===== src/rtl/id_operand_stage.sv =====
// Decode-side operand stage: one valid/ready slot that resolves rs1/rs2 from
// prioritised forwarding sources or the register file, with interlock and stall counter.

module id_opnd_resolve #(
    parameter int XLEN    = 32,
    parameter int NUM_FWD = 3
) (
    input  logic [4:0]              rs_i,
    input  logic                    en_i,
    input  logic                    v_i,
    input  logic [XLEN-1:0]         rf_rdata_i,
    input  logic [NUM_FWD-1:0]      fwd_valid_i,
    input  logic [NUM_FWD-1:0]      fwd_we_i,
    input  logic [NUM_FWD-1:0]      fwd_ready_i,
    input  logic [5*NUM_FWD-1:0]    fwd_rd_i,
    input  logic [XLEN*NUM_FWD-1:0] fwd_data_i,
    output logic [XLEN-1:0]         val_o,
    output logic                    hazard_o
);
    logic            rdy;
    logic [XLEN-1:0] val;

    // Walk from lowest priority up so the youngest matching source is left standing.
    always_comb begin
        val = rf_rdata_i;
        rdy = 1'b1;
        for (int i = NUM_FWD-1; i >= 0; i--) begin
            if (fwd_valid_i[i] && fwd_we_i[i] && (fwd_rd_i[5*i +: 5] != 5'd0) &&
                (fwd_rd_i[5*i +: 5] == rs_i)) begin
                val = fwd_data_i[XLEN*i +: XLEN];
                rdy = fwd_ready_i[i];
            end
        end
    end

    assign val_o    = (rs_i == 5'd0) ? '0 : val;
    assign hazard_o = v_i && en_i && !rdy;
endmodule

module id_operand_stage #(
    parameter int XLEN      = 32,
    parameter int NUM_FWD   = 3,
    parameter int PAYLOAD_W = 64,
    parameter int CNT_W     = 16
) (
    input  logic                    clk,
    input  logic                    rst_n,
    input  logic                    in_valid_i,
    output logic                    in_ready_o,
    input  logic [PAYLOAD_W-1:0]    in_payload_i,
    input  logic [4:0]              in_rs1_i,
    input  logic [4:0]              in_rs2_i,
    input  logic                    in_rs1_en_i,
    input  logic                    in_rs2_en_i,
    input  logic                    flush_i,
    output logic [4:0]              rf_raddr1_o,
    output logic [4:0]              rf_raddr2_o,
    input  logic [XLEN-1:0]         rf_rdata1_i,
    input  logic [XLEN-1:0]         rf_rdata2_i,
    input  logic [NUM_FWD-1:0]      fwd_valid_i,
    input  logic [NUM_FWD-1:0]      fwd_we_i,
    input  logic [NUM_FWD-1:0]      fwd_ready_i,
    input  logic [5*NUM_FWD-1:0]    fwd_rd_i,
    input  logic [XLEN*NUM_FWD-1:0] fwd_data_i,
    output logic                    out_valid_o,
    input  logic                    out_ready_i,
    output logic [PAYLOAD_W-1:0]    out_payload_o,
    output logic [XLEN-1:0]         out_rs1_val_o,
    output logic [XLEN-1:0]         out_rs2_val_o,
    output logic                    hazard_o,
    output logic [CNT_W-1:0]        stall_cnt_o
);
    logic                  v_q, v_d;
    logic [PAYLOAD_W-1:0]  payload_q;
    logic [1:0][4:0]       rs_q;
    logic [1:0]            en_q;
    logic [CNT_W-1:0]      stall_cnt_q, stall_cnt_d;

    logic [1:0][XLEN-1:0]  rf_rdata;
    logic [1:0][XLEN-1:0]  opnd;
    logic [1:0]            haz;
    logic                  go, capture;

    assign rf_rdata[0] = rf_rdata1_i;
    assign rf_rdata[1] = rf_rdata2_i;

    for (genvar g = 0; g < 2; g++) begin : g_opnd
        id_opnd_resolve #(.XLEN(XLEN), .NUM_FWD(NUM_FWD)) u_res (
            .rs_i        (rs_q[g]),
            .en_i        (en_q[g]),
            .v_i         (v_q),
            .rf_rdata_i  (rf_rdata[g]),
            .fwd_valid_i (fwd_valid_i),
            .fwd_we_i    (fwd_we_i),
            .fwd_ready_i (fwd_ready_i),
            .fwd_rd_i    (fwd_rd_i),
            .fwd_data_i  (fwd_data_i),
            .val_o       (opnd[g]),
            .hazard_o    (haz[g])
        );
    end

    assign hazard_o    = |haz;
    assign go          = !hazard_o;
    assign out_valid_o = v_q && go;
    assign in_ready_o  = !v_q || (go && out_ready_i);
    assign capture     = in_valid_i && in_ready_o && !flush_i;

    assign rf_raddr1_o   = rs_q[0];
    assign rf_raddr2_o   = rs_q[1];
    assign out_payload_o = payload_q;
    assign out_rs1_val_o = opnd[0];
    assign out_rs2_val_o = opnd[1];
    assign stall_cnt_o   = stall_cnt_q;

    always_comb begin
        v_d = v_q;
        if (flush_i)                          v_d = 1'b0;
        else if (capture)                     v_d = 1'b1;
        else if (out_valid_o && out_ready_i)  v_d = 1'b0;
    end

    always_comb begin
        stall_cnt_d = stall_cnt_q;
        if (hazard_o && !flush_i && (stall_cnt_q != {CNT_W{1'b1}}))
            stall_cnt_d = stall_cnt_q + 1'b1;
    end

    always_ff @(posedge clk) begin
        if (!rst_n) begin
            v_q         <= 1'b0;
            payload_q   <= '0;
            rs_q        <= '0;
            en_q        <= '0;
            stall_cnt_q <= '0;
        end else begin
            v_q         <= v_d;
            stall_cnt_q <= stall_cnt_d;
            if (capture) begin
                payload_q <= in_payload_i;
                rs_q[0]   <= in_rs1_i;
                rs_q[1]   <= in_rs2_i;
                en_q[0]   <= in_rs1_en_i;
                en_q[1]   <= in_rs2_en_i;
            end
        end
    end
endmodule


===== config.mk =====
export PLATFORM = sky130hd
export DESIGN_NAME = id_operand_stage
export DESIGN_NICKNAME = d
export VERILOG_FILES = /design/src/rtl/id_operand_stage.sv
export SDC_FILE = /design/constraint.sdc
export NUM_CORES = 1
export LEC_CHECK = 0
export ABC_AREA = 1
export BUFFER_PORTS_ARGS = -buffer_cell sky130_fd_sc_hd__buf_2
export CAP_MARGIN = 20
export CORE_AREA = 2 2 165 167
export CTS_BUF_LIST = sky130_fd_sc_hd__clkbuf_2
export CTS_CLUSTER_SIZE = 28
export DETAILED_ROUTE_END_ITERATION = 8
export DIE_AREA = 0 0 167 169
export PLACE_DENSITY_LB_ADDON = 0.1
export SLEW_MARGIN = 20
export SYNTH_ARGS = -nofsm -noshare
export SYNTH_HDL_FRONTEND = slang
export SYNTH_SLANG_ARGS = --single-unit

===== constraint.sdc =====
create_clock -name clk -period 2.2 [get_ports clk]
set_input_delay 0.11 -clock clk [delete_from_list [all_inputs] [get_ports clk]]
set_output_delay 0.11 -clock clk [all_outputs]
set_load 0.005 [all_outputs]

==> results.sh, run 1 <==
export IMPL_critical_path_max_stage_delay_ns=0.46
export IMPL_outcome="finished with violations"
export IMPL_dp_hpwl_um=24100
export IMPL_cts_tree="built"
export IMPL_cts_root_buffer="clkbuf_2"
export IMPL_vias=10693
export IMPL_min_period_ns=2.53
export IMPL_multiInputGateArea_um2=5410
export IMPL_cp_max_fo=16
export IMPL_synthTopCellsByArea="dfxtp_1 (25%), nand2_1 (13%), inv_1 (9.3%), nand3_1 (8.9%), nor2_1 (8.2%)"
export IMPL_synthArstFlopShare_pct=0
export IMPL_overflow=0
export IMPL_fin_crit_sh_pct=115
export IMPL_fin_util_pct=51.0
export IMPL_grt_pass1_wl_um=53900
export IMPL_synth_cell_types=25
export IMPL_grt_antenna_before_repair=13
export IMPL_core_area_um2=26500
export IMPL_ys_ff_latch=93
export IMPL_maxSlewViolCount=0
export IMPL_ant_nets=0
export IMPL_synth_nets=1533
export IMPL_critPathCaptureType="primary output"
export IMPL_startpoint_type="flip-flop"
export IMPL_ios=422
export IMPL_clkSinkCount=93
export IMPL_maxCapViolCount=0
export IMPL_nNetsFinal=2065
export IMPL_first_global_vias=9603
export IMPL_path_cells="buf_6, xor2_2, nor3_4, nand2_4, clkbuf_16, nor2_1, a31oi_1, o21bai_1, inv_1, buf_2"
export IMPL_ir_drop_v=0.000287
export IMPL_cts_max_level=3
export IMPL_clock_latency_ns=0.60
export IMPL_grt_setup_unrepaired="true"
export IMPL_die_w_um=167
export IMPL_numCtsBuffers=9
export IMPL_grt_start_max_net_pins=65
export IMPL_maxSlewHeadroom_pct=51.1
export IMPL_vias_per_cell=4.96
export IMPL_crit_type="reg2out"
export IMPL_drive_gt1_share_pct=42.6
export IMPL_yosysTopAreaCell="dfxtp_1"
export IMPL_wl_per_cell_um=19.3
export IMPL_tightest_slew_ns=0.731
export IMPL_gp_congestion=0.855
export IMPL_hold_ws_ns=0.197
export IMPL_cp_slowest_cell="dfxtp_4"
export IMPL_syn_avg_cell_area_um2=5.80
export IMPL_regArea_um2=1900
export IMPL_post_synth_top_count_cell="nand2_1"
export IMPL_dieArea_um2=28200
export IMPL_drt_iter0_markers=699
export IMPL_seq_area_frac_synth_pct=25.4
export IMPL_dr_pass1_iters=5
export IMPL_p_leak_nw=7.13
export IMPL_power_density_nw_per_um2=349
export IMPL_synth_area_um2=7340
export IMPL_synthCells=1267
export IMPL_finalClockSkew_ns=0.0392
export IMPL_die_h_um=169
export IMPL_violations="negative setup slack"
export IMPL_yosysWarnings=0
export IMPL_clkTransAtPathRegs_ns=0.31
export IMPL_hold_viol_final=0
export IMPL_worstPathArrival_ns=2.42
export IMPL_start_util_pct=27.7
export IMPL_setup_ws_ns=-0.333
export IMPL_synth_common_cells="nand2_1 (255), inv_1 (182), nor2_1 (160)"
export IMPL_setup_violations=141
export IMPL_cts_max_path_buffers=2
export IMPL_drt_wl_total_um=41600
export IMPL_track_usage_pct=24.0
export IMPL_placementRows=60
export IMPL_cp_required_ns=2.09
export IMPL_ys_flop_type="dfxtp_1"
export IMPL_area_delta_synth_final_pct=84.0
export IMPL_yosysTopAreaCellShare_pct=25.4
export IMPL_drc=0
export IMPL_min_delay_path_class="in2reg"
export IMPL_io_buffers=421
export IMPL_nFillCells=2736
export IMPL_regToRegSetupSlack_ns=-0.16
export IMPL_fmax_mhz=395
export IMPL_synth_edf_count=0
==> worst max-delay path: cells and delay by family (launching register included) <==
| kind | cells | cell delay [ns] |
|---|---|---|
| compound gates | 2 | 0.18 |
| xor+xnor | 1 | 0.18 |
| buf+inv | 4 | 0.58 |
| flops | 1 | 0.46 |
| simple gates | 3 | 0.44 |
==> worst paths after layout <==
path                                                      from                             end  cells after the start
worst min-delay path                               out_ready_i   out_payload_o[0]$_SDFFE_PN0P_                      7
worst min register to register  out_payload_o[36]$_SDFFE_PN0P_  out_payload_o[36]$_SDFFE_PN0P_                      2
worst max register to register     rf_raddr1_o[3]$_SDFFE_PN0P_  out_payload_o[35]$_SDFFE_PN0P_                     16
worst max-delay path               rf_raddr2_o[4]$_SDFFE_PN0P_               out_rs2_val_o[11]                     10
==> area by class of cell <==
| class | count | share of cell area (%) |
|---|---|---|
| clock buffer | 9 | 0.333 |
| timing repair inverter | 1 | 0.0370 |
| sequential | 93 | 14.1 |
| multi-input combinational | 893 | 40.0 |
| tap | 341 | 3.16 |
| inverter | 186 | 5.31 |
| timing repair buffer | 615 | 36.5 |
| clock inverter | 7 | 0.435 |
| antenna | 9 | 0.167 |
==> power breakdown <==
part           switching [mW]  internal, mW  leakage [nW]
clock network           0.693         0.169        0.0601
registers              0.0838          1.78         0.771
logic                   0.983          1.01          6.30
==> kinds of logic (layout without fill, tap and decap cells) <==
kind of cell,count (synthesis),after routing,synth area share (%)
simple gates,570,570,32.2
compound gates,289,289,23.0
buf+inv,281,818,15.4
flops,93,93,25.4
xor+xnor,33,33,3.94
fa+ha+maj,1,1,0.170
other cells,0,9,0
==> metrics by stage <==
step	power, mW	setup WS (ns)	cell area (um^2)	instances	TNS [ns]
2_1_floorplan	2.65	0.301	7340	1267	0
3_3_place_gp	3.40	0.0176	9960	1973	0
3_5_place_dp	3.41	0.00376	9960	1973	0
4_1_cts	4.49	-0.373	11600	2099	-23.19
5_1_grt	5.02	-0.503	13500	2151	-47.42
6_report	4.72	-0.333	13500	2154	-26.07
==> placed cells by master, fill, tap and decap left out, types with 4 or more instances in the layout <==
cell and n:
nand4_1 7, a21oi_2 44, xor2_1 15, o21bai_1 62
nand3_2 42, a21oi_1 46, buf_16 11, buf_2 417
dfxtp_1 83, nand2_2 29, o21ai_0 62, dfxtp_4 10
buf_12 26, nand3_1 85, xnor2_2 6, dlygate4sd3_1 79
clkbuf_16 26, nor2_2 18, a31oi_1 56, buf_6 22
diode_2 9, nor3_1 7, a31oi_2 4, clkbuf_2 9
inv_1 176, inv_2 4, buf_8 7, nand2_1 218
o21ai_1 5, a31oi_4 4, nor2_4 24, xnor2_1 8
nand2_4 9, buf_4 26, a21oi_4 4, nor2_1 120
==> repair_timing <==
item,4_1_cts,5_1_grt
pin swaps,12,98
endpoints found under the hold margin,79,0
endpoints found under the setup margin,97,155
resized for setup,76,265
cloned,10,39
buffers inserted,21,11
hold buffers,79,0
==> routing by layer <==
layer	GRT usage, %	wire (um)	vias to the layer above
li1	-	-	5156
met1	28.1	16200	4912
met2	43.8	20500	505
met3	5.00	3070	112
met4	7.50	1750	8
met5	0	49	-
==> sequential cells by signal (all words and copies together), names as in the netlist <==
register,cells
en_q,2
rf_raddr2_o,5
stall_cnt_o,16
out_payload_o,64
rf_raddr1_o,5
v_q,1
No activity file was read; power rests on OpenSTA's default activity.
==> run 2: changes to the inputs <==
--- a/config.mk
+++ b/config.mk
@@ -8,11 +8,11 @@
 export ABC_AREA = 1
 export BUFFER_PORTS_ARGS = -buffer_cell sky130_fd_sc_hd__buf_2
 export CAP_MARGIN = 20
-export CORE_AREA = 2 2 165 167
+export CORE_ASPECT_RATIO = 0.7
+export CORE_UTILIZATION = 30
 export CTS_BUF_LIST = sky130_fd_sc_hd__clkbuf_2
 export CTS_CLUSTER_SIZE = 28
 export DETAILED_ROUTE_END_ITERATION = 8
-export DIE_AREA = 0 0 167 169
 export PLACE_DENSITY_LB_ADDON = 0.1
 export SLEW_MARGIN = 20
 export SYNTH_ARGS = -nofsm -noshare
==> run 2 against run 1 <==
- the run still ends with negative setup slack left
- core utilization grew 2.6 points
- count of clock-buffer cells in the layout rose by 1
- worst setup slack worse by 0.12 ns
- routed wire length fell by 10%
- sequential power hardly changed
- design area fell by 5.6%
- fmax fell by 4.6%
- highest routed layer unchanged
==> results.sh, run 2 (synthesis results as in run 1) <==
export IMPL_outcome="finished with violations"
export IMPL_violations="negative setup slack"
export IMPL_tightest_slew_ns=0.611
export IMPL_vias=10594
export IMPL_crit_family="buffers and inverters"
export IMPL_fin_crit_sh_pct=121
export IMPL_power_mw=4.61
export IMPL_setup_violations=139
export IMPL_met1_usage_pct=36.2
export IMPL_cp_required_ns=2.09
export IMPL_gr_max_usage_layer="met2"
export IMPL_drt_iter0_markers=797
export IMPL_finalClockSkew_ns=0.0483
export IMPL_path_cells="buf_6, nand2_2, nand4_1, nor3_4, buf_12, buf_12, nand2_1, a31oi_1, o21bai_1, inv_1, buf_2"
export IMPL_overflow=0
export IMPL_grt_util_met2_pct=40.2
export IMPL_cp_buffers_inverters=5
export IMPL_drc=0
export IMPL_min_delay_path_class="in2reg"
export IMPL_cts_tree="built"
export IMPL_ir_drop_v=0.000321
export IMPL_hold_viol_final=0
export IMPL_largest_reg_flops=64
export IMPL_p_leak_nw=6.80
export IMPL_fmax_mhz=377
export IMPL_cp_max_fo=16
export IMPL_min_delay_start="out_ready_i"
export IMPL_crit_path_frequent_cell="buf_12"
export IMPL_wl_per_cell_um=17.8
export IMPL_dp_hpwl_um=22100
export IMPL_cp_startpoint="rf_raddr2_o[2]$_SDFFE_PN0P_"
export IMPL_power_density_nw_per_um2=361
export IMPL_grt_start_max_net_pins=67
export IMPL_critical_path_max_stage_delay_ns=0.43
export IMPL_critPathCaptureType="primary output"
export IMPL_grt_setup_unrepaired="true"
export IMPL_r2r_worst_path_cells=16
export IMPL_die_h_um=133
export IMPL_regToRegSetupSlack_ns=-0.11
export IMPL_clkTransAtPathRegs_ns=0.26
export IMPL_gp_congestion=0.909
export IMPL_clkSinkCount=93
export IMPL_layout_common_cells="buf_2 (418), nand2_1 (217), inv_1 (176), nor2_1 (118), nand3_1 (97)"
export IMPL_final_setup_tns_ns=-26.48
export IMPL_start_util_pct=30.8
export IMPL_cts_max_level=3
export IMPL_io_buffers=421
export IMPL_area_delta_synth_final_pct=73.8
export IMPL_track_usage_pct=25.7
export IMPL_dr_pass1_iters=8
export IMPL_crit_type="reg2out"
export IMPL_r2r_start="rf_raddr2_o[2]$_SDFFE_PN0P_"
export IMPL_whs_path_depth=8
export IMPL_vias_per_cell=5.05
export IMPL_maxSlewViolCount=0
export IMPL_use_met3_pct=5.81
export IMPL_clock_latency_ns=0.64
export IMPL_maxCapViolCount=0
export IMPL_die_w_um=189
export IMPL_placementRows=47
export IMPL_ant_nets=0
export IMPL_setup_ws_ns=-0.456
export IMPL_numCtsBuffers=9
export IMPL_grt_pass1_wl_um=51500
export IMPL_core_area_um2=23800
export IMPL_startpoint_type="flip-flop"
export IMPL_nFillCells=2453
export IMPL_worstPathArrival_ns=2.55
export IMPL_nNetsFinal=2039
export IMPL_dieArea_um2=25100
export IMPL_min_period_ns=2.66
export IMPL_grt_antenna_before_repair=4
export IMPL_worstSetupPathDepth=11
export IMPL_cp_slowest_cell="dfxtp_4"
export IMPL_first_global_vias=9421
export IMPL_drive_gt1_share_pct=39.9
export IMPL_drt_wl_total_um=37300
export IMPL_layout_commonest_cell="buf_2"
export IMPL_cts_root_buffer="clkbuf_2"
export IMPL_maxSlewHeadroom_pct=59.1
export IMPL_cts_max_path_buffers=2
export IMPL_ios=422
[run 2: changes by cell type in the layout (fill, tap and decap cells not counted), sizes merged]
cell and delta:
buf -16, clkbuf -10, diode -7, inv -2, bufinv +1, nand2 +1
[run 2: worst reg2reg max path: stages, from the launching register on]
cell and delay [ns]:
dfxtp_4 0.43, buf_6 0.12, nand2_2 0.05, nand4_1 0.14, nor3_4 0.24, buf_12 0.16, buf_6 0.10, nand3_2 0.05
nand2_2 0.07, nand2_2 0.06, nand3_2 0.08, nand2_4 0.07, buf_6 0.12, buf_12 0.14, clkbuf_16 0.20, a21oi_1 0.14
nor2_1 0.06
[run 2: path summary, 6_finish.rpt]
path,end
worst max-delay path,out_rs2_val_o[28]
worst min-delay path,rf_raddr2_o[3]$_SDFFE_PN0P_
worst max register to register,out_payload_o[39]$_SDFFE_PN0P_
worst min register to register,stall_cnt_o[5]$_SDFFE_PN0P_
[run 2: layer usage]
metal | up-vias | wire length, um
li1 | 5101 | -
met1 | 4823 | 16700
met2 | 585 | 16100
met3 | 81 | 3760
met4 | 4 | 704
met5 | - | 27
[run 2: area by class of cell]
cell class	count	area, um^2	share of cell area, %
Antenna cell	2	5.00	0.0392
Clock buffer	10	50.0	0.392
Clock inverter	6	62.6	0.490
Inverter	186	731	5.72
Multi-Input combinational cell	894	5190	40.7
Sequential cell	93	1900	14.9
Tap cell	318	398	3.12
Timing Repair Buffer	588	4420	34.6
Timing Repair inverter	1	11.3	0.0882
[run 2: power by group]
part | switching [mW] | internal (mW)
sequential | 0.0740 | 1.78
combinational | 0.940 | 0.917
clock | 0.630 | 0.265
[run 2: stage by stage]
stage	hold slack [ns]	area (um^2)	std cells	setup WS [ns]	util (%)
5_1_grt	0.156	12800	2098	-0.621	53.6
3_3_place_gp	0.418	9870	1947	0.0508	41.4
4_1_cts	0.197	11500	2070	-0.361	48.3
3_5_place_dp	0.425	9870	1947	-0.0186	41.4
2_1_floorplan	0.257	7340	1267	0.301	-
6_report	0.177	12800	2098	-0.456	53.6
[run 2: what timing repair did]
action | 4_1_cts | 5_1_grt
hold buffers | 79 | 0
endpoints found under the hold margin | 79 | 0
setup buffers | 18 | 6
pin swaps | 11 | 59
cloned | 10 | 22
resized for setup | 91 | 187
endpoints found under the setup margin | 131 | 160
